[src/rtl/vram_arbiter_pkg.sv]
// Shared definitions for the VRAM arbiter: widths, requester ids and the
// pipeline tag that follows each access from grant to acknowledge.
package vram_arbiter_pkg;

  localparam int DEF_ADDR_W = 15;
  localparam int DEF_DATA_W = 32;
  localparam int DEF_BSEL_W = DEF_DATA_W / 8;
  localparam int NUM_REQ    = 4;

  typedef enum logic [1:0] {
    REQ_CPU = 2'd0,
    REQ_L1  = 2'd1,
    REQ_L2  = 2'd2,
    REQ_SPR = 2'd3
  } req_id_e;

  typedef struct packed {
    logic    valid;
    req_id_e id;
  } tag_t;

  // One-hot requester vector for a tag; all zero for an empty slot.
  function automatic logic [NUM_REQ-1:0] tag_onehot(input tag_t tag);
    tag_onehot = '0;
    if (tag.valid) tag_onehot[tag.id] = 1'b1;
  endfunction

endpackage

[src/rtl/vram_arbiter_if.sv]
// Bundle of requester handshakes and the VRAM port seen by the arbiter.
// The arbiter uses the slave view; requesters and the VRAM use the master view.
interface vram_arbiter_if #(
  parameter int ADDR_W = vram_arbiter_pkg::DEF_ADDR_W,
  parameter int DATA_W = vram_arbiter_pkg::DEF_DATA_W,
  parameter int BSEL_W = DATA_W / 8
);

  logic [ADDR_W-1:0] cpu_addr;
  logic [DATA_W-1:0] cpu_wrdata;
  logic [BSEL_W-1:0] cpu_wrbytesel;
  logic              cpu_write;
  logic              cpu_strobe;
  logic              cpu_ack;

  logic [ADDR_W-1:0] l1_addr;
  logic              l1_strobe;
  logic              l1_ack;
  logic [ADDR_W-1:0] l2_addr;
  logic              l2_strobe;
  logic              l2_ack;
  logic [ADDR_W-1:0] spr_addr;
  logic              spr_strobe;
  logic              spr_ack;

  logic [DATA_W-1:0] rddata;

  logic [ADDR_W-1:0] vram_addr;
  logic [DATA_W-1:0] vram_wrdata;
  logic [BSEL_W-1:0] vram_wrbytesel;
  logic              vram_write;
  logic [DATA_W-1:0] vram_rddata;

  modport slave (
    input  cpu_addr, cpu_wrdata, cpu_wrbytesel, cpu_write, cpu_strobe,
    input  l1_addr, l1_strobe, l2_addr, l2_strobe, spr_addr, spr_strobe,
    input  vram_rddata,
    output cpu_ack, l1_ack, l2_ack, spr_ack, rddata,
    output vram_addr, vram_wrdata, vram_wrbytesel, vram_write
  );

  modport master (
    output cpu_addr, cpu_wrdata, cpu_wrbytesel, cpu_write, cpu_strobe,
    output l1_addr, l1_strobe, l2_addr, l2_strobe, spr_addr, spr_strobe,
    output vram_rddata,
    input  cpu_ack, l1_ack, l2_ack, spr_ack, rddata,
    input  vram_addr, vram_wrdata, vram_wrbytesel, vram_write
  );

endinterface

[src/rtl/vram_arbiter_rr_arbiter3.sv]
// Three-way round-robin picker for the line renderers (bit 0 = L1, 1 = L2,
// 2 = SPR). The pointer moves past the granted renderer only when told to.
module rr_arbiter3 (
  input  logic       clk,
  input  logic       rst,
  input  logic [2:0] req,
  input  logic       advance,
  output logic [2:0] grant
);

  logic [1:0] ptr;

  // Rotate so the pointer position is bit 0, isolate the lowest request,
  // then rotate back.
  function automatic logic [2:0] pick(input logic [2:0] r, input logic [1:0] start);
    logic [2:0] rot;
    logic [2:0] g;
    case (start)
      2'd1:    rot = {r[0], r[2:1]};
      2'd2:    rot = {r[1:0], r[2]};
      default: rot = r;
    endcase
    g = rot & ~(rot - 3'd1);
    case (start)
      2'd1:    pick = {g[1:0], g[2]};
      2'd2:    pick = {g[0], g[2:1]};
      default: pick = g;
    endcase
  endfunction

  assign grant = pick(req, ptr);

  // NOTE: sequential state uses non-blocking assignments so every register
  // samples pre-edge values regardless of block evaluation order.
  always_ff @(posedge clk) begin
    if (rst) begin
      ptr <= 2'd0;
    end else if (advance) begin
      unique case (1'b1)
        grant[0]: ptr <= 2'd1;
        grant[1]: ptr <= 2'd2;
        grant[2]: ptr <= 2'd0;
        default:  ptr <= ptr;
      endcase
    end
  end

endmodule

[src/rtl/vram_arbiter.sv]
// Shares the single-port VRAM between the host (fixed priority) and three line
// renderers (round-robin) through a grant -> VRAM -> ack pipeline, one access per cycle.
module vram_arbiter
  import vram_arbiter_pkg::*;
#(
  parameter int ADDR_W = DEF_ADDR_W,
  parameter int DATA_W = DEF_DATA_W,
  parameter int BSEL_W = DATA_W / 8
) (
  input logic           clk,
  input logic           rst,
  vram_arbiter_if.slave bus
);

  logic [NUM_REQ-1:0] strobe;
  logic [NUM_REQ-1:0] busy;
  logic [NUM_REQ-1:0] busy_next;
  logic [NUM_REQ-1:0] eligible;
  logic [NUM_REQ-1:0] done;

  logic [2:0]         rr_req;
  logic [2:0]         rr_grant;
  logic               rr_advance;
  logic               host_win;

  logic               win_valid;
  req_id_e            win_id;
  logic [ADDR_W-1:0]  win_addr;

  tag_t               stage1;
  tag_t               stage2;

  logic [ADDR_W-1:0]  addr_q;
  logic [DATA_W-1:0]  wrdata_q;
  logic [BSEL_W-1:0]  bsel_q;
  logic               write_q;

  assign strobe   = {bus.spr_strobe, bus.l2_strobe, bus.l1_strobe, bus.cpu_strobe};
  assign eligible = strobe & ~busy;
  assign host_win = eligible[REQ_CPU];
  assign rr_req   = eligible[3:1];

  // The pointer only moves when a renderer actually takes the slot.
  assign rr_advance = !host_win && (|rr_req);

  rr_arbiter3 u_rr (
    .clk     (clk),
    .rst     (rst),
    .req     (rr_req),
    .advance (rr_advance),
    .grant   (rr_grant)
  );

  // NOTE: every output of a combinational block gets a default first, so no
  // path through the if/else chain can leave a latch behind.
  always_comb begin
    win_valid = 1'b0;
    win_id    = REQ_CPU;
    win_addr  = '0;
    if (host_win) begin
      win_valid = 1'b1;
      win_id    = REQ_CPU;
      win_addr  = bus.cpu_addr;
    end else if (rr_grant[0]) begin
      win_valid = 1'b1;
      win_id    = REQ_L1;
      win_addr  = bus.l1_addr;
    end else if (rr_grant[1]) begin
      win_valid = 1'b1;
      win_id    = REQ_L2;
      win_addr  = bus.l2_addr;
    end else if (rr_grant[2]) begin
      win_valid = 1'b1;
      win_id    = REQ_SPR;
      win_addr  = bus.spr_addr;
    end
  end

  assign done = tag_onehot(stage2);

  // A requester stays busy from its grant until the end of its ack cycle.
  always_comb begin
    busy_next = busy & ~done;
    if (win_valid) busy_next[win_id] = 1'b1;
  end

  always_ff @(posedge clk) begin
    if (rst) begin
      busy     <= '0;
      stage1   <= '0;
      stage2   <= '0;
      addr_q   <= '0;
      wrdata_q <= '0;
      bsel_q   <= '0;
      write_q  <= 1'b0;
    end else begin
      busy    <= busy_next;
      stage1  <= '{valid: win_valid, id: win_id};
      stage2  <= stage1;
      write_q <= host_win & bus.cpu_write;
      if (win_valid) addr_q <= win_addr;
      if (host_win) begin
        wrdata_q <= bus.cpu_wrdata;
        bsel_q   <= bus.cpu_wrbytesel;
      end
    end
  end

  assign bus.vram_addr      = addr_q;
  assign bus.vram_wrdata    = wrdata_q;
  assign bus.vram_wrbytesel = bsel_q;
  assign bus.vram_write     = write_q;

  assign bus.cpu_ack = done[REQ_CPU];
  assign bus.l1_ack  = done[REQ_L1];
  assign bus.l2_ack  = done[REQ_L2];
  assign bus.spr_ack = done[REQ_SPR];
  assign bus.rddata  = bus.vram_rddata;

endmodule

[src/flat_wrapper.sv]
// flat-port wrapper written by rule: the top's interface ports become plain ports
module vram_arbiter_flat import vram_arbiter_pkg::*;
#(
  parameter int ADDR_W = DEF_ADDR_W,
  parameter int DATA_W = DEF_DATA_W,
  parameter int BSEL_W = DATA_W / 8
)
  (clk, rst, bus_cpu_addr, bus_cpu_wrdata, bus_cpu_wrbytesel, bus_cpu_write, bus_cpu_strobe, bus_l1_addr, bus_l1_strobe, bus_l2_addr, bus_l2_strobe, bus_spr_addr, bus_spr_strobe, bus_vram_rddata, bus_cpu_ack, bus_l1_ack, bus_l2_ack, bus_spr_ack, bus_rddata, bus_vram_addr, bus_vram_wrdata, bus_vram_wrbytesel, bus_vram_write);
  vram_arbiter_if #(.ADDR_W(ADDR_W), .DATA_W(DATA_W), .BSEL_W(BSEL_W)) bus_i ();
  input logic clk;
  input logic rst;
  input wire logic [$bits(bus_i.cpu_addr)-1:0] bus_cpu_addr;
  input wire logic [$bits(bus_i.cpu_wrdata)-1:0] bus_cpu_wrdata;
  input wire logic [$bits(bus_i.cpu_wrbytesel)-1:0] bus_cpu_wrbytesel;
  input wire logic [$bits(bus_i.cpu_write)-1:0] bus_cpu_write;
  input wire logic [$bits(bus_i.cpu_strobe)-1:0] bus_cpu_strobe;
  input wire logic [$bits(bus_i.l1_addr)-1:0] bus_l1_addr;
  input wire logic [$bits(bus_i.l1_strobe)-1:0] bus_l1_strobe;
  input wire logic [$bits(bus_i.l2_addr)-1:0] bus_l2_addr;
  input wire logic [$bits(bus_i.l2_strobe)-1:0] bus_l2_strobe;
  input wire logic [$bits(bus_i.spr_addr)-1:0] bus_spr_addr;
  input wire logic [$bits(bus_i.spr_strobe)-1:0] bus_spr_strobe;
  input wire logic [$bits(bus_i.vram_rddata)-1:0] bus_vram_rddata;
  output wire logic [$bits(bus_i.cpu_ack)-1:0] bus_cpu_ack;
  output wire logic [$bits(bus_i.l1_ack)-1:0] bus_l1_ack;
  output wire logic [$bits(bus_i.l2_ack)-1:0] bus_l2_ack;
  output wire logic [$bits(bus_i.spr_ack)-1:0] bus_spr_ack;
  output wire logic [$bits(bus_i.rddata)-1:0] bus_rddata;
  output wire logic [$bits(bus_i.vram_addr)-1:0] bus_vram_addr;
  output wire logic [$bits(bus_i.vram_wrdata)-1:0] bus_vram_wrdata;
  output wire logic [$bits(bus_i.vram_wrbytesel)-1:0] bus_vram_wrbytesel;
  output wire logic [$bits(bus_i.vram_write)-1:0] bus_vram_write;
  assign bus_i.cpu_addr = bus_cpu_addr;
  assign bus_i.cpu_wrdata = bus_cpu_wrdata;
  assign bus_i.cpu_wrbytesel = bus_cpu_wrbytesel;
  assign bus_i.cpu_write = bus_cpu_write;
  assign bus_i.cpu_strobe = bus_cpu_strobe;
  assign bus_i.l1_addr = bus_l1_addr;
  assign bus_i.l1_strobe = bus_l1_strobe;
  assign bus_i.l2_addr = bus_l2_addr;
  assign bus_i.l2_strobe = bus_l2_strobe;
  assign bus_i.spr_addr = bus_spr_addr;
  assign bus_i.spr_strobe = bus_spr_strobe;
  assign bus_i.vram_rddata = bus_vram_rddata;
  assign bus_cpu_ack = bus_i.cpu_ack;
  assign bus_l1_ack = bus_i.l1_ack;
  assign bus_l2_ack = bus_i.l2_ack;
  assign bus_spr_ack = bus_i.spr_ack;
  assign bus_rddata = bus_i.rddata;
  assign bus_vram_addr = bus_i.vram_addr;
  assign bus_vram_wrdata = bus_i.vram_wrdata;
  assign bus_vram_wrbytesel = bus_i.vram_wrbytesel;
  assign bus_vram_write = bus_i.vram_write;
  vram_arbiter #(.ADDR_W(ADDR_W), .DATA_W(DATA_W), .BSEL_W(BSEL_W)) u_core (.clk(clk), .rst(rst), .bus(bus_i));
endmodule
[config.mk]
export PLATFORM = sky130hd
export DESIGN_NAME = vram_arbiter_flat
export DESIGN_NICKNAME = d
export VERILOG_FILES = /design/src/rtl/vram_arbiter_pkg.sv /design/src/rtl/vram_arbiter_if.sv /design/src/rtl/vram_arbiter_rr_arbiter3.sv /design/src/rtl/vram_arbiter.sv /design/src/flat_wrapper.sv
export SDC_FILE = /design/constraint.sdc
export NUM_CORES = 1
export LEC_CHECK = 0
export CAP_MARGIN = 5
export CORE_AREA = 2 2 86 88
export DETAILED_ROUTE_END_ITERATION = 6
export DIE_AREA = 0 0 88 90
export DONT_BUFFER_PORTS = 1
export GPL_TIMING_DRIVEN = 0
export PLACE_DENSITY_LB_ADDON = 0.08
export SLEW_MARGIN = 30
export SYNTH_ARGS = -nofsm -noshare
export SYNTH_HDL_FRONTEND = slang
export SYNTH_SLANG_ARGS = --single-unit
export TNS_END_PERCENT = 100
[constraint.sdc]
create_clock -name clk -period 3.7 [get_ports clk]
set_input_delay 0.37 -clock clk [delete_from_list [all_inputs] [get_ports clk]]
set_output_delay 0.37 -clock clk [all_outputs]
set_load 0.1 [all_outputs]
==> key figures <==
Run status
  – Run status: finished clean

Routing
  – Count of antenna-violating nets left after detailed routing: 0
  – Number of violations reported at the end of detailed-routing iteration 0: 125
  – Drt drc: 0
  – Drt first pass iters: 4
  – Mean routed wirelength per cell: 18.6 um
  – Total via count after detailed routing: 3390
  – Detailed-route vias per instance: 6.00
  – Post-detailed-routing wire length: 10500 um

Place
  – Number of input and output port buffers inserted: 0
  – Placer Congestion: 0.858
  – Final HPWL from detailed placement: 8040 um

Power and ir drop
  – Total leakage power: 0.00148 uW
  – Total internal power: 1350 uW
  – Comb pwr share: 0.282
  – Sequential group share of total power: 0.485
  – Fraction of power spent switching nets: 0.475
  – Switching power: 1230 uW
  – VDD IR max: 0.346 mV
  – P per Cell Area: 637 nW/um^2
  – Relative contribution of the clock network to total power: 0.233

Clock network
  – H-tree lvl count: 3
  – Setup fix buffers added after clock tree synthesis: 0
  – Clock root buffer: clkbuf_8
  – Clock transition at the register clock pins on the worst setup and hold paths after CTS: 0.07 ns
  – # clock sinks: 64
  – Clk_lat worst skew: 0.33 ns
  – TritonCTS clock tree: yes
  – TritonCTS buffer count: 9
  – Number of buffers inserted for hold repair after clock tree synthesis: 0
  – Post-CTS Resized: 0
  – Maximum count of clock buffers along a single path: 2

Synth
  – Synthesized area per cell: 8.23 um^2
  – Distinct cells, synth: 46
  – Most used DFF post-synth: dfxtp_1
  – Post-synthesis instance area: 3700 um^2
  – Async SR Flop Fraction: 0
  – Mapped Cells: 449
  – Post-synthesis net count: 587
  – Number of synthesized flops with an enable pin: 0
  – Seq cells post-synth: 64
  – YS warnings: 0
  – Register area share after synthesis: 0.347

Global route
  – Antenna violations before repair: 0
  – Largest net degree at the start of global routing: 11
  – Remaining global-route overflow: 0
  – Global routing usage summed across all routing layers: 0.260
  – Global-route wire length before repair: 16100 um
  – Via count of the first global-routing pass: 3225

Die
  – Initial cell density of the core: 0.527
  – Number of rows in the core area: 31
  – Core box area: 7020 um^2
  – Width of the chip: 88 um
  – Die area: 7920 um^2
  – Die span in y: 90 um
  – I/O Pins: 223

Setup path
  – Depth of the worst register-to-register path: 10
  – Kind of start point of the critical path: flip-flop
  – Kind of end point of the critical path: flip-flop
  – Max Fanout on Critical Path: 10
  – Crit path arrival time: 2.90 ns
  – Data required, critical path: 3.95 ns
  – Critical setup path kind: reg -> reg

Worst hold path
  – Hold WC Path Type: in -> reg
  – Cell count of the worst hold path: 2

Flow run
  – Max-cap violations: 0

Timing
  – Clock Skews: 0.00348 ns
  – Hold slack: 0.162 ns
  – Slew at the pin closest to its max-slew limit: 1.05 ns
  – RSZ-0062 raised after global routing: false
  – Slew Limit Fails: 0
  – Period utilisation layout: 0.714
  – Slew headroom: 0.299
  – Total of endpoints with negative setup slack in the final report: 0
  – Final hold vios: 0
  – Fmax achieved: 378 MHz
  – Summed negative setup slack over all endpoints: 0 ns
  – Final period demand of the worst path: 2.64 ns

Finish
  – Commonest cells after routing, fill and taps aside: 77 x nand2_1, 64 x dfxtp_1, 42 x a21oi_1, 34 x buf_4, 33 x inv_1
  – Final antenna diode count: 0
  – Area occupied by registers: 1280 um^2
  – Area growth, synth to finish: 9.68%
  – Proportion of layout cells with a drive suffix above 1: 0.182
  – Commonest non-fill, non-tap cell in the layout: nand2_1
  – Footprint of the multi-input gates: 1860 um^2
  – Layout net count: 599
  – FILL cells: 664
-- layout make-up --
class                           count  share of cell area
Multi-Input combinational cell    280               0.459
Sequential cell                    64               0.316
Clock buffer                       13              0.0392
Timing Repair Buffer                1             0.00370
Clock inverter                      3             0.00987
Buffer                             72               0.111
Inverter                           33              0.0305
Tap cell                           99              0.0305
-- logic make-up after synthesis --
logic type,Yosys count,share of synthesized area
flip-flops,64,0.347
adder cells (fa/ha/maj),3,0.0102
buffers and inverters,105,0.155
AO/OA/AOI/OAI,132,0.286
AND/OR/NAND/NOR,145,0.202
-- worst max-delay path, stage by stage, from the launching register on --
cell and delay [ns]:
dfxtp_1 0.33, inv_1 0.07, ha_1 0.29, buf_6 0.13, nand2b_1 0.10, clkbuf_1 0.28, clkbuf_1 0.39, a211oi_1 0.10
a311oi_1 0.40, o311ai_2 0.21, a221oi_2 0.25
-- per-layer routing --
| layer | vias up | GRT usage | wire length (um) |
|---|---|---|---|
| met5 | - | 0 | 0 |
| met4 | 0 | 0.0910 | 212 |
| met1 | 1584 | 0.303 | 4010 |
| met2 | 185 | 0.427 | 5070 |
| met3 | 16 | 0.103 | 1230 |
| li1 | 1605 | - | - |
-- Yosys cell counts, types with 2 or more instances --
| library cell | number | area [um^2] |
|---|---|---|
| nand2_1 | 77 | 289 |
| dfxtp_1 | 64 | 1280 |
| a21oi_1 | 42 | 210 |
| buf_4 | 34 | 255 |
| inv_1 | 33 | 124 |
| clkbuf_1 | 28 | 105 |
| a211oi_1 | 18 | 135 |
| a311oi_1 | 15 | 131 |
| a31oi_1 | 15 | 93.8 |
| and2_1 | 15 | 93.8 |
| nor4_1 | 15 | 93.8 |
| a221oi_2 | 9 | 135 |
| o311ai_2 | 8 | 130 |
| nor2b_1 | 7 | 43.8 |
| o311ai_0 | 7 | 61.3 |
| a221oi_1 | 6 | 52.6 |
| nand2b_1 | 6 | 37.5 |
| nor2_1 | 6 | 22.5 |
| buf_2 | 5 | 25.0 |
| buf_6 | 4 | 45.0 |
| ha_1 | 3 | 37.5 |
| and2b_1 | 2 | 15.0 |
| and3_1 | 2 | 12.5 |
| nand3b_1 | 2 | 15.0 |
| nor3_1 | 2 | 10.0 |
| nor3b_1 | 2 | 15.0 |
| o21ai_0 | 2 | 10.0 |
| o31ai_1 | 2 | 15.0 |
-- metrics by stage --
step	area, um^2	std cells	power [uW]	worst slack, ns	utilization
after floorplan	3700	449	1850	0.651	-
after global placement	3820	548	1970	0.539	0.544
after detailed placement	3860	549	1990	1.11	0.549
after CTS	4060	565	2580	1.09	0.578
after global routing	4060	565	2680	0.882	0.578
final	4060	565	2580	1.06	0.578
-- final timing paths --
path	startpoint	endpoint	slack, ns
worst min register to register	u_core.stage1[1]$_SDFF_PP0_	u_core.stage2[1]$_SDFF_PP0_	0.45
worst max-delay path	u_core.u_rr.ptr[0]$_SDFFE_PP0P_	u_core.bus.vram_addr[13]$_SDFFE_PP0N_	1.06
worst max register to register	u_core.u_rr.ptr[0]$_SDFFE_PP0P_	u_core.bus.vram_addr[13]$_SDFFE_PP0N_	1.06
worst min-delay path	bus_cpu_wrdata[27]	u_core.bus.vram_wrdata[27]$_SDFFE_PP0P_	0.16
-- flip-flops by register name, indices dropped and copies added (netlist names) --
signal                     flops
u_core.bus.vram_write          1
u_core.busy                    4
u_core.bus.vram_wrdata        32
u_core.u_rr.ptr                2
u_core.bus.vram_addr          15
u_core.stage2                  3
u_core.bus.vram_wrbytesel      4
u_core.stage1                  3
-- power by group through the flow --
stage	Combinational, uW	Sequential, uW	Clock [uW]
after floorplan	608	1240	0
after global placement	707	1260	0
after detailed placement	725	1260	0
after CTS	725	1250	608
after global routing	785	1260	637
final	729	1250	602
(Power assumes the default switching activity.)
